==> src/rtl/me_feeder_pkg.sv <==
// me_feeder_pkg: frame geometry, derived constants and fetch-FSM states for me_pixel_feeder
package me_feeder_pkg;
  localparam int DEF_FRAME_W = 4096;
  localparam int DEF_FRAME_H = 2160;
  localparam int DEF_PF_DEPTH = 4;
  localparam int BLK_EDGE = 8;
  localparam int WORDS_PER_BLK = 16;
  localparam int CUR_WORDS_PER_ROW = DEF_FRAME_W / 4;
  localparam int REF_WORDS = DEF_FRAME_W * DEF_FRAME_H / 8;
  localparam int CUR_AW = $clog2(DEF_FRAME_W * DEF_FRAME_H / 4);
  localparam int REF_AW = $clog2(REF_WORDS);
  typedef enum logic [1:0] {IDLE, FILL, RUN} fetch_state_e;
  function automatic int clog2_1(input int n);
    return n > 1 ? $clog2(n) : 1;
  endfunction
endpackage

==> src/rtl/feeder_prefetch_q.sv <==
// feeder_prefetch_q: registered prefetch FIFO whose head holds the last popped word while empty
module feeder_prefetch_q #(
  parameter int WIDTH = 32,
  parameter int DEPTH = 4,
  localparam int AW = $clog2(DEPTH),
  localparam int CW = AW + 1
) (
  input  logic             clk_i,
  input  logic             rst_n_i,
  input  logic             push,
  input  logic [WIDTH-1:0] din,
  input  logic             pop,
  output logic [WIDTH-1:0] head,
  output logic [CW-1:0]    count,
  output logic             empty
);
  logic [WIDTH-1:0] mem_q [DEPTH];
  logic [WIDTH-1:0] mem_d [DEPTH];
  logic [WIDTH-1:0] last_q, last_d;
  logic [AW-1:0] wp_q, wp_d, rp_q, rp_d;
  logic [CW-1:0] cnt_q, cnt_d;
  logic do_pop;
  assign empty = cnt_q == '0;
  assign do_pop = pop & ~empty;
  assign head = empty ? last_q : mem_q[rp_q];
  assign count = cnt_q;
  always_comb begin
    mem_d = mem_q;
    if (push) mem_d[wp_q] = din;
    wp_d = wp_q + AW'(push);
    rp_d = rp_q + AW'(do_pop);
    cnt_d = cnt_q + CW'(push) - CW'(do_pop);
    last_d = do_pop ? mem_q[rp_q] : last_q;
  end
  always_ff @(posedge clk_i) begin
    if (!rst_n_i) begin
      mem_q <= '{default: '0};
      last_q <= '0;
      wp_q <= '0;
      rp_q <= '0;
      cnt_q <= '0;
    end else begin
      mem_q <= mem_d;
      last_q <= last_d;
      wp_q <= wp_d;
      rp_q <= rp_d;
      cnt_q <= cnt_d;
    end
  end
endmodule

==> src/rtl/me_pixel_feeder.sv <==
// me_pixel_feeder: block-scan cur / linear ref prefetching pixel source; ME_FEEDER_UNDERRUN_CNT_EN adds underrun_cnt
module me_pixel_feeder
  import me_feeder_pkg::*;
#(
  parameter int FRAME_W = DEF_FRAME_W,
  parameter int FRAME_H = DEF_FRAME_H,
  parameter int PF_DEPTH = DEF_PF_DEPTH,
  localparam int CAW = clog2_1(FRAME_W * FRAME_H / 4),
  localparam int RAW = clog2_1(FRAME_W * FRAME_H / 8)
) (
  input  logic           clk_i,
  input  logic           rst_n_i,
  input  logic           need_cur,
  input  logic           need_ref,
  output logic [31:0]    cur_in,
  output logic [63:0]    ref_in,
  output logic           cur_mem_en,
  output logic [CAW-1:0] cur_mem_addr,
  input  logic [31:0]    cur_mem_rdata,
  output logic           ref_mem_en,
  output logic [RAW-1:0] ref_mem_addr,
  input  logic [63:0]    ref_mem_rdata,
  output logic           underrun
`ifdef ME_FEEDER_UNDERRUN_CNT_EN
  ,
  output logic [15:0]    underrun_cnt
`endif
);
  localparam int NBX = FRAME_W / BLK_EDGE;
  localparam int NBY = FRAME_H / BLK_EDGE;
  localparam int ROW_W = FRAME_W / 4;
  localparam int NREF = FRAME_W * FRAME_H / 8;
  localparam int BXW = clog2_1(NBX);
  localparam int BYW = clog2_1(NBY);
  localparam int KW = $clog2(WORDS_PER_BLK);
  localparam int QCW = $clog2(PF_DEPTH) + 1;
  localparam int SW = QCW + 1;
  fetch_state_e cur_st_q, cur_st_d, ref_st_q, ref_st_d;
  logic cur_en_q, cur_en_d, cur_vld_q, cur_vld_d;
  logic ref_en_q, ref_en_d, ref_vld_q, ref_vld_d;
  logic [CAW-1:0] cur_addr_q, cur_addr_d, cur_gen;
  logic [RAW-1:0] ref_addr_q, ref_addr_d, rp_q, rp_d;
  logic [BXW-1:0] bx_q, bx_d;
  logic [BYW-1:0] by_q, by_d;
  logic [KW-1:0] k_q, k_d;
  logic underrun_q, underrun_d;
  logic [QCW-1:0] cur_cnt, ref_cnt;
  logic cur_empty, ref_empty, cur_pop, ref_pop, cur_issue, ref_issue;
  logic [SW-1:0] cur_sum, ref_sum;
  logic blk_end, bx_last, by_last, rp_last;
  feeder_prefetch_q #(.WIDTH(32), .DEPTH(PF_DEPTH)) u_cur_q (
    .clk_i  (clk_i),
    .rst_n_i(rst_n_i),
    .push   (cur_vld_q),
    .din    (cur_mem_rdata),
    .pop    (need_cur),
    .head   (cur_in),
    .count  (cur_cnt),
    .empty  (cur_empty)
  );
  feeder_prefetch_q #(.WIDTH(64), .DEPTH(PF_DEPTH)) u_ref_q (
    .clk_i  (clk_i),
    .rst_n_i(rst_n_i),
    .push   (ref_vld_q),
    .din    (ref_mem_rdata),
    .pop    (need_ref),
    .head   (ref_in),
    .count  (ref_cnt),
    .empty  (ref_empty)
  );
  always_comb begin
    cur_pop = need_cur & ~cur_empty;
    ref_pop = need_ref & ~ref_empty;
    cur_sum = SW'(cur_cnt) + SW'(cur_vld_q) + SW'(cur_en_q);
    ref_sum = SW'(ref_cnt) + SW'(ref_vld_q) + SW'(ref_en_q);
    cur_issue = cur_sum < SW'(PF_DEPTH) + SW'(cur_st_q == RUN && cur_pop);
    ref_issue = ref_sum < SW'(PF_DEPTH) + SW'(ref_st_q == RUN && ref_pop);
    cur_st_d = cur_st_q == IDLE ? FILL : (cur_st_q == FILL && cur_sum >= SW'(PF_DEPTH - 1)) ? RUN : cur_st_q;
    ref_st_d = ref_st_q == IDLE ? FILL : (ref_st_q == FILL && ref_sum >= SW'(PF_DEPTH - 1)) ? RUN : ref_st_q;
    cur_en_d = cur_issue;
    ref_en_d = ref_issue;
    cur_vld_d = cur_en_q;
    ref_vld_d = ref_en_q;
    cur_gen = CAW'((32'(by_q) * BLK_EDGE + 32'(k_q[KW-1:1])) * ROW_W + 32'(bx_q) * 2 + 32'(k_q[0]));
    blk_end = k_q == KW'(WORDS_PER_BLK - 1);
    bx_last = bx_q == BXW'(NBX - 1);
    by_last = by_q == BYW'(NBY - 1);
    rp_last = rp_q == RAW'(NREF - 1);
    cur_addr_d = cur_issue ? cur_gen : cur_addr_q;
    k_d = cur_issue ? k_q + 1'b1 : k_q;
    bx_d = cur_issue && blk_end ? (bx_last ? '0 : bx_q + 1'b1) : bx_q;
    by_d = cur_issue && blk_end && bx_last ? (by_last ? '0 : by_q + 1'b1) : by_q;
    ref_addr_d = ref_issue ? rp_q : ref_addr_q;
    rp_d = ref_issue ? (rp_last ? '0 : rp_q + 1'b1) : rp_q;
    underrun_d = underrun_q | (need_cur & cur_empty) | (need_ref & ref_empty);
  end
  always_ff @(posedge clk_i) begin
    if (!rst_n_i) begin
      cur_st_q <= IDLE;
      ref_st_q <= IDLE;
      cur_en_q <= 1'b0;
      ref_en_q <= 1'b0;
      cur_vld_q <= 1'b0;
      ref_vld_q <= 1'b0;
      cur_addr_q <= '0;
      ref_addr_q <= '0;
      k_q <= '0;
      bx_q <= '0;
      by_q <= '0;
      rp_q <= '0;
      underrun_q <= 1'b0;
    end else begin
      cur_st_q <= cur_st_d;
      ref_st_q <= ref_st_d;
      cur_en_q <= cur_en_d;
      ref_en_q <= ref_en_d;
      cur_vld_q <= cur_vld_d;
      ref_vld_q <= ref_vld_d;
      cur_addr_q <= cur_addr_d;
      ref_addr_q <= ref_addr_d;
      k_q <= k_d;
      bx_q <= bx_d;
      by_q <= by_d;
      rp_q <= rp_d;
      underrun_q <= underrun_d;
    end
  end
  assign cur_mem_en = cur_en_q;
  assign ref_mem_en = ref_en_q;
  assign cur_mem_addr = cur_addr_q;
  assign ref_mem_addr = ref_addr_q;
  assign underrun = underrun_q;
`ifdef ME_FEEDER_UNDERRUN_CNT_EN
  logic [15:0] ucnt_q, ucnt_d;
  logic [16:0] usum;
  always_comb begin
    usum = {1'b0, ucnt_q} + 17'(need_cur & cur_empty) + 17'(need_ref & ref_empty);
    ucnt_d = usum[16] ? 16'hFFFF : usum[15:0];
  end
  always_ff @(posedge clk_i) begin
    if (!rst_n_i) ucnt_q <= '0;
    else ucnt_q <= ucnt_d;
  end
  assign underrun_cnt = ucnt_q;
`endif
endmodule

==> config.mk <==
export PLATFORM = sky130hd
export DESIGN_NAME = me_pixel_feeder
export DESIGN_NICKNAME = d
export VERILOG_FILES = /design/src/rtl/me_feeder_pkg.sv /design/src/rtl/feeder_prefetch_q.sv /design/src/rtl/me_pixel_feeder.sv
export SDC_FILE = /design/constraint.sdc
export NUM_CORES = 1
export LEC_CHECK = 0
export CORE_ASPECT_RATIO = 1.5
export CORE_MARGIN = 3
export CORE_UTILIZATION = 52
export CTS_CLUSTER_DIAMETER = 120
export DETAILED_ROUTE_END_ITERATION = 16
export PLACE_DENSITY = 0.83
export RECOVER_POWER = 50
export SLEW_MARGIN = 20
export SYNTH_ARGS = -nofsm -noshare
export SYNTH_HDL_FRONTEND = slang
export SYNTH_HIERARCHICAL = 1
export SYNTH_SLANG_ARGS = --single-unit
==> constraint.sdc <==
create_clock -name clk_i -period 2.8 [get_ports clk_i]
set_clock_uncertainty 0.15 [all_clocks]
set_input_delay 0.84 -clock clk_i [delete_from_list [all_inputs] [get_ports clk_i]]
set_output_delay 0.84 -clock clk_i [all_outputs]
set_load 0.01 [all_outputs]
==> impl_metrics.toml <==
[synthesis]
netlist_area_mm2 = 0.0245
ys_ff_latch = 589
syn-num-nets = 2807
synth_edf_count = 0
syn_inst = 2691
yosys_warnings = 6
ys.flop_type = "dfxtp_1"
async_flop_share_pct = 0
synth_seq_area_share_pct = 48.0
synth_area_leader_cell = "dfxtp_1"
netlist_top_cells_area = "dfxtp_1 48%, nand2_1 14%, mux4_2 8.5%"
synth_top_area_share_pct = 48.0
syn_avg_cell_area_um2 = 9.12
synth.distinct_cells = 70

[timing]
rsz0062_at_grt = "true"
worst_pin_slew_ps = 1460
relSlewSlack_pct = 2.88
report.final.slew_viol_count = 0
period_needed_ps = 3280
tns_ps = -63610
setup_ws_ps = -477
finalSetupViolations = 397
clock.fmax_mhz = 305
hold_violations = 0
layout_worst_path_cycle_share_pct = 117

[route]
wire_per_inst_um = 20.1
route.vias.total = 21600
ant_nets = 0
routed_wl_um = 72400
dr.pass1.iters = 5
vias_per_cell = 6.00
drtIter0Drc = 1936
drc = 0

[die]
io_pins = 242
start_util_pct = 53.1
coreArea_mm2 = 0.0462
fp.dieW_um = 183
dieArea_mm2 = 0.0499
fp.dieH_um = 272
rows = 96

[worst_setup_path]
required_ps = 1810
critPathKind = "reg -> out"
end_kind = "output pin"
critPathMaxFanout = 6
start_kind = "register"
critical_path.max_stage_delay_ps = 530
timing.critical_path.cells = "buf_12, buf_4, mux4_2, mux2_4, buf_6"
cp_data_arrival_time_ps = 2290
crit_path_top_delay_cell = "mux4_2"
rr_startpoint = "u_ref_q/count[0]"
rr_endpoint = "rp_q[14]"
reg2regPathDepth = 9
rrSetupSlack_ps = 40

[placement]
routabilityCongestion = 0.824
dp.cells = 3405
dpl_cell_area_mm2 = 0.0278
place.port_buffers = 241
dp_hpwl_um = 41900

[cells_and_area]
drive_above_1_share_pct = 19.9
area_growth_pct = 27.0
final_util_pct = 67.4
layout.nets = 3081
final_cell_area_mm2 = 0.0312
instances_no_fill = 3598

[outcome]
status = "complete, but fails checks"
violations = "setup timing"

[power]
power.density_mw_per_mm2 = 774
ir_worst_vdd_mv = 0.642
finalPower_uw = 24100
p_leak_uw = 0.0113

[min_path]
whs_path_depth = 2
min_from = "u_ref_q/mem_q[52]"
hold_end = "u_ref_q/mem_q[52]"
min_path_type = "reg -> reg"

[cts]
max-clock-path-buffers = 3
root_buffer = "clkbuf_16"
cts_buffers = 55
cts_htree_levels = 2
clkTransAtPathRegs_ps = 60
cts.sinks = 589
cts_tree = "yes"
insertion_delay_ps = 590

[flow_run]
cap_violations = 0

[global_route]
grt_max_degree = 125
grt_pass1_vias = 22500
grt_pass1_wl_um = 113000
grt_overflow = 0
grtUsageTotal_pct = 27.9
antenna_found_initial = 2
-- layout by cell type, fill, tap and decap left out, drive strengths merged, types with 17 or more instances in the layout --
cell | netlist | layout
mux2 | 96 | 96
nor2 | 31 | 31
a22o | 96 | 96
a21boi | 54 | 54
buf | 110 | 271
clkdlybuf4s50 | 0 | 142
nand3 | 17 | 17
mux4 | 96 | 96
nand2 | 889 | 889
dfxtp | 589 | 589
a21oi | 396 | 396
clkbuf | 98 | 79
and2 | 22 | 22
-- layout make-up --
cell class / instances / area, um^2
clock inverter: 30 / 499
clock buffer: 69 / 1470
antenna: 3 / 7.51
sequential: 589 / 11800
fill: 3290 / 15100
multi-input combinational: 1886 / 12100
tap: 588 / 736
inverter: 8 / 35.0
timing repair buffer: 425 / 4500
-- state kept, by name (all words and copies together) (netlist names), 3 cells and up --
register,count
ref_mem_addr,21
u_ref_q/last_q,64
u_cur_q/last_q,32
bx_q,9
u_cur_q/mem_q,128
cur_mem_addr,22
by_q,9
u_cur_q/count,3
k_q,4
rp_q,21
u_ref_q/mem_q,256
u_ref_q/count,3
-- Yosys cell counts, types with 3 or more instances --
library cell and n:
o21ai_0 10, nand2b_1 3, a21oi_1 396, mux2i_1 5
dfxtp_1 589, and3_1 13, nor3_1 13, clkbuf_1 97
mux4_2 93, nor4_1 8, or3_1 5, xnor2_1 13
or3b_2 6, nor2_2 4, a22o_1 96, buf_4 4
and3b_1 5, and4_1 3, xor2_1 13, a21boi_1 8
nand2_1 888, nor2b_1 5, buf_1 30, buf_2 67
mux2_2 96, and2_1 21, buf_6 7, ha_1 12
fa_1 4, mux4_1 3, o21a_1 5, o22ai_1 7
o311ai_0 3, nand4_1 15, o211ai_1 3, inv_1 6
nor2_1 27, a21boi_0 46, nand3_1 17, nand3b_1 7
-- cells by family after synthesis --
group	after synthesis	synth area share, %
XOR/XNOR	26	0.928
AND/OR/NAND/NOR	1060	18.0
buffers and inverters	216	4.06
AO/OA/AOI/OAI	587	14.6
adder cells (fa/ha/maj)	16	0.938
multiplexers	197	13.5
flip-flops	589	48.0
-- per-layer routing --
metal | wire length [um] | share of wire [%] | global-route usage (%)
met1 | 25100 | 35 | 29.6
met2 | 38100 | 53 | 51.9
met3 | 5840 | 8.1 | 5.30
met4 | 3270 | 4.5 | 14.8
met5 | 7 | 0.0097 | 0
-- power by group --
group | switching (uW) | leakage (uW) | internal (uW) | total, uW
sequential | 328 | 0.00476 | 8800 | 9130
combinational | 3500 | 0.00555 | 3300 | 6800
clock | 3270 | 0.000960 | 4920 | 8190
-- worst max-delay path, delay by kind of cell (launching register included) --
family	cells	cell delay (ps)
buffers and inverters	3	390
flip-flops	1	440
multiplexers	2	840
-- worst max path at each step --
stage | from | to | slack (ps) | cells past startpoint
global route | u_ref_q/rp_q[0] | ref_in[48] | -510 | 7
floorplan | ref_vld_q | rp_q[13] | 70 | 8
detailed placement | need_ref | rp_q[14] | -290 | 7
CTS | u_ref_q/rp_q[0] | ref_in[40] | -470 | 7
finish | u_ref_q/rp_q[0] | ref_in[31] | -480 | 5
global placement | need_ref | u_ref_q/count[2] | -220 | 9
-- through the flow --
stage | hold slack (ps) | setup slack, ps
2_1_floorplan | 282 | 69.3
3_3_place_gp | 288 | -215
3_5_place_dp | 295 | -288
4_1_cts | 304 | -472
5_1_grt | 322 | -512
6_report | 301 | -477
-- what timing repair did --
action	4_1_cts	5_1_grt
gates cloned	9	1
resized for setup	606	30
hold buffers	0	0
setup endpoints to repair	109	136
buffers inserted	67	21
pin swaps	2	2
No activity file was read; power rests on OpenSTA's default activity.
==> RTL change 1: new RTL, same settings <==
Add a define of `ME_FEEDER_UNDERRUN_CNT_EN`.
--- a/src/rtl/me_pixel_feeder.sv
+++ b/src/rtl/me_pixel_feeder.sv
@@ -1,4 +1,6 @@
 // me_pixel_feeder: block-scan cur / linear ref prefetching pixel source; ME_FEEDER_UNDERRUN_CNT_EN adds underrun_cnt
+`define ME_FEEDER_UNDERRUN_CNT_EN
+
 module me_pixel_feeder
   import me_feeder_pkg::*;
 #(
Check against the original RTL (old outputs only; new: underrun_cnt): same outputs for any inputs over 4 cycles, from zero or initial values and one cycle with rst_n_i low; that may be too few to reach the edited logic, so the function may still have changed.
==> RTL change 1 against the unedited design <==
  * The flow still finishes with violations (negative setup slack)
  * Sequential cell count up 16
  * Sequential power rose by 2.6%
  * Worst setup slack worse by 0.011 ns
  * Area after synthesis increased by 2.0%
  * Total power rose by 0.26%
  * Cell area grew 3.7%
  * Combinational power rose by 2.9%
  * Routed wire length up 3.5%
  * Critical path type unchanged
  * Critical endpoint is now ref_in[48]
  * Largest cell class unchanged
  * Highest routed layer unchanged
==> RTL change 1: results (changes against the unedited design) <==
- Hold EP: u_ref_q/mem_q[93]$_SDFFE_PN0P_
- Wire length on met1: 26,000 um (+3.4%)
- Fillers: 3,216 (-2.2%)
- Worst-case reg-to-reg path depth: 7 (-2)
- FF-to-FF End: bx_q[2]$_SDFFE_PN0P_
- Initial antenna violation count: 11 (+9)
- Routed length on met2: 38,500 um (+0.90%)
- Met1 usage: 29.0% (-0.58 points)
- Vias in the first global route: 22,800 (+1.5%)
- Worst hold start: u_ref_q/mem_q[93]$_SDFFE_PN0P_
- Crit-path max FO: 4 (-2)
- Setup_tns: -105.94 ns (-42.33 ns)
- Violated checks: negative setup slack
- Status: finished, violations left
- Drt wl/cell: 20.0 um (-0.34%)
- Post-detail-place hpwl: 44,800 um (+6.8%)
- Flop2flop setup slack: -0.04 ns (-0.08 ns)
- Largest cells by area after synthesis: dfxtp_1 48%, nand2_1 13%, a21oi_1 9.2%
- Final setup fails: 532 (+34%)
- Avg Cell Area, Syn: 9.04 um2 (-0.93%)
- Placed cell count: 3,542 (+4.0%)
- Final nets: 3,217 (+4.4%)
- Setup ws final: -0.488 ns (-0.0111 ns)
- Netlist cell types: 66 (-5.7%)
- Worst slew margin: 1.22% (-1.7 points)
- Static leakage: 11.8 nW (+4.3%)
- All-Layer GR Usage: 27.8% (-0.097 points)
- PortBufs: 257 (+6.6%)
- Final hold slack: 0.303 ns (+0.00190 ns)
- Layout cells sized above 1: 21.0% (+1.2 points)
- CP max stage delay: 0.50 ns (-0.03 ns)
- Global Route met3 Usage: 6.26% (+0.95 points)
- Met3 routed WL: 5980 um (+2.4%)
- Worst r2r src: cur_mem_en$_SDFF_PN0_
- Synth top cells by count: 884 x nand2_1, 605 x dfxtp_1, 462 x a21oi_1
- Met2 Resource Use GR: 50.6% (-1.2 points)
- Syn_nets: 2,889 (+2.9%)
- Vias per std cell: 5.98 (-0.32%)
- VDD IR-drop max: 559 uV (-13%)
- Drt pass-1 iters: 7 (+2)
- Num CTS Buffers: 56 (+1.8%)
- Post-synthesis sequential area ratio: 48.4% (+0.33 points)
==> RTL change 1: power by group <==
part	internal [mW]	switching [mW]	total [mW]
Clock	4.45	3.37	7.82
Sequential	9.04	0.331	9.37
Combinational	3.58	3.41	7.00
Total	17.1	7.11	24.2
==> RTL change 1: layout make-up <==
class                           count  area, um2  area share, %
Antenna cell                        4       10.0         0.0310
Tap cell                          594        743           2.30
Sequential cell                   605      12100           37.5
Clock inverter                     19        265          0.821
Clock buffer                       77       1600           4.95
Inverter                           18       72.6          0.225
Multi-Input combinational cell   1936      12400           38.4
Timing Repair Buffer              482       5080           15.7
==> RTL change 1: timing repair <==
action	4_1_cts	5_1_grt
setup buffers	59	38
gates resized for setup	583	121
pin swaps	5	29
gates cloned	4	5
setup endpoints to repair	113	182
==> RTL change 1: cells by family after synthesis <==
| family | after synthesis | share of synthesized area, % |
|---|---|---|
| flops | 605 | 48.4 |
| compound gates | 630 | 14.8 |
| xor+xnor | 24 | 0.840 |
| mux | 197 | 13.2 |
| simple gates | 1067 | 17.6 |
| buf+inv | 230 | 4.12 |
| fa+ha+maj | 18 | 1.05 |
==> RTL change 1: worst max-delay path by stage <==
stage                                     from                     endpoint  cells past startpoint
floorplan                 cur_vld_q$_SDFF_PN0_         by_q[7]$_SDFFE_PN0P_                      7
global placement                      need_ref  underrun_cnt[14]$_SDFF_PN0_                      9
detailed placement                    need_ref   underrun_cnt[1]$_SDFF_PN0_                      9
CTS                 u_ref_q/rp_q[1]$_SDFF_PN0_                   ref_in[37]                      6
global route        u_ref_q/rp_q[1]$_SDFF_PN0_                   ref_in[48]                      6
finish              u_ref_q/rp_q[1]$_SDFF_PN0_                   ref_in[48]                      6
==> RTL change 2: new RTL, config.mk and constraints unchanged <==
Made on the original files. Re-encode `fetch_state_e` (3 states) as one-hot, 3 bits wide.
--- a/src/rtl/me_feeder_pkg.sv
+++ b/src/rtl/me_feeder_pkg.sv
@@ -9,7 +9,7 @@
   localparam int REF_WORDS = DEF_FRAME_W * DEF_FRAME_H / 8;
   localparam int CUR_AW = $clog2(DEF_FRAME_W * DEF_FRAME_H / 4);
   localparam int REF_AW = $clog2(REF_WORDS);
-  typedef enum logic [1:0] {IDLE, FILL, RUN} fetch_state_e;
+  typedef enum logic [2:0] {IDLE = 3'b001, FILL = 3'b010, RUN = 3'b100} fetch_state_e;
   function automatic int clog2_1(input int n);
     return n > 1 ? $clog2(n) : 1;
   endfunction
Check against the original RTL: no difference found for any inputs over 4 cycles, from zero or initial values and one cycle with rst_n_i low; so few cycles prove little.
==> RTL change 2 against the unedited design <==
  * Largest cell class unchanged
  * Largest power group unchanged
  * Sequential cell count is 2 higher
  * Total power decreased by 1.8%
  * Routed wire length is 6.5% higher
  * Critical path depth rose by 1
  * Global-route usage up 0.89 points
  * Worst setup slack worse by 0.027 ns
  * The run ends with max-capacitance violations, max-slew violations, negative setup slack left
  * Area after synthesis decreased by 0.68%
  * Cell area fell by 0.81%
==> RTL change 2: results (changes against the unedited design) <==
- Vias post-DR: 22,000 (+2.1%)
- Crit path to: cur_in[6]
- Final hold slack: 0.303 ns (+0.00167 ns)
- Logic pwr share: 29.0% (+0.8 points)
- Worst setup path start: u_cur_q/rp_q[1]$_SDFF_PN0_
- Placed Instance Area: 27,700 um2 (-0.44%)
- Drt pass-1 iters: 8 (+3)
- Max-cap check violation count: 1 (+1)
- Final setup fails: 109 (-73%)
- Violated checks: max-capacitance violations, max-slew violations, negative setup slack
- Met2 Resource Use GR: 51.0% (-0.88 points)
- Setup_tns: -40.01 ns (+23.60 ns)
- Synth top cells by count: 897 x nand2_1, 591 x dfxtp_1, 449 x a21oi_1
- Flop2flop setup slack: 0.11 ns (+0.07 ns)
- Routed WL: 77,100 um (+6.5%)
- Hold EP: u_ref_q/mem_q[97]$_SDFFE_PN0P_
- Final max-slew violation count: 158 (+158)
- Iteration-0 DRC Markers: 2,059 (+6.4%)
- Fillers: 3,217 (-2.2%)
- Drt wl/cell: 21.3 um (+5.7%)
- Worst hold start: u_ref_q/mem_q[97]$_SDFFE_PN0P_
- FF-to-FF End: by_q[7]$_SDFFE_PN0P_
- Initial antenna violation count: 9 (+7)
- Largest cells by area after synthesis: dfxtp_1 49%, nand2_1 14%, a21oi_1 9.2%
- Arrival @ worst endpoint: 2.31 ns (+0.02 ns)
- Syn_nets: 2,812 (+0.18%)
- Hold Path Class: reg2reg
- Crit-path max FO: 5 (-1)
- Post-detail-place hpwl: 42,800 um (+2.1%)
- Worst Max-Slew Pin Slew: 1.77 ns (+0.309 ns)
- Post-synthesis sequential area ratio: 48.5% (+0.49 points)
- Final Util: 67.2% (-0.20 points)
- Wire length on met1: 27,000 um (+7.4%)
- Status: finished, violations left
- Met1 usage: 32.2% (+2.6 points)
- Placed cell count: 3,415 (+0.29%)
- Avg Cell Area, Syn: 9.04 um2 (-0.86%)
- Vias in the first global route: 22,700 (+1.1%)
- Worst-case reg-to-reg path depth: 7 (-2)
- Static leakage: 11.2 nW (-0.68%)
- Worst-skew pair later-pin latency: 0.61 ns (+0.02 ns)
- Global Route met3 Usage: 5.20% (-0.10 points)
- Int Power: 16.6 mW (-2.4%)
- Routed length on met2: 39,200 um (+2.8%)
- All-Layer GR Usage: 28.8% (+0.89 points)
- Top sig layer: met5
- Final GP Congestion: 0.854 (+3.5%)
- Layout cells sized above 1: 19.9% (+0.028 points)
- Setup ws final: -0.504 ns (-0.0265 ns)
## RTL change 2: cell families (layout without fill, tap and decap cells)
family | after synthesis | in the layout | share of synthesized area (%)
other cells | 0 | 5 | 0
compound gates | 597 | 597 | 14.3
xor+xnor | 19 | 19 | 0.683
mux | 197 | 197 | 13.6
fa+ha+maj | 16 | 16 | 0.945
buf+inv | 214 | 551 | 4.00
simple gates | 1062 | 1062 | 18.0
flops | 591 | 591 | 48.5
## RTL change 2: cell type report
type	instances	area share (%)
Inverter	9	0.117
Clock buffer	84	5.16
Sequential cell	591	38.3
Antenna cell	5	0.0405
Timing Repair Buffer	440	14.8
Multi-Input combinational cell	1891	38.4
Clock inverter	18	0.777
Tap cell	588	2.38
## RTL change 2: what timing repair did
| item | 4_1_cts | 5_1_grt |
|---|---|---|
| pin swaps | 2 | 0 |
| setup endpoints to repair | 97 | 159 |
| cloned | 8 | 2 |
| gates resized for setup | 545 | 62 |
| setup buffers | 67 | 38 |
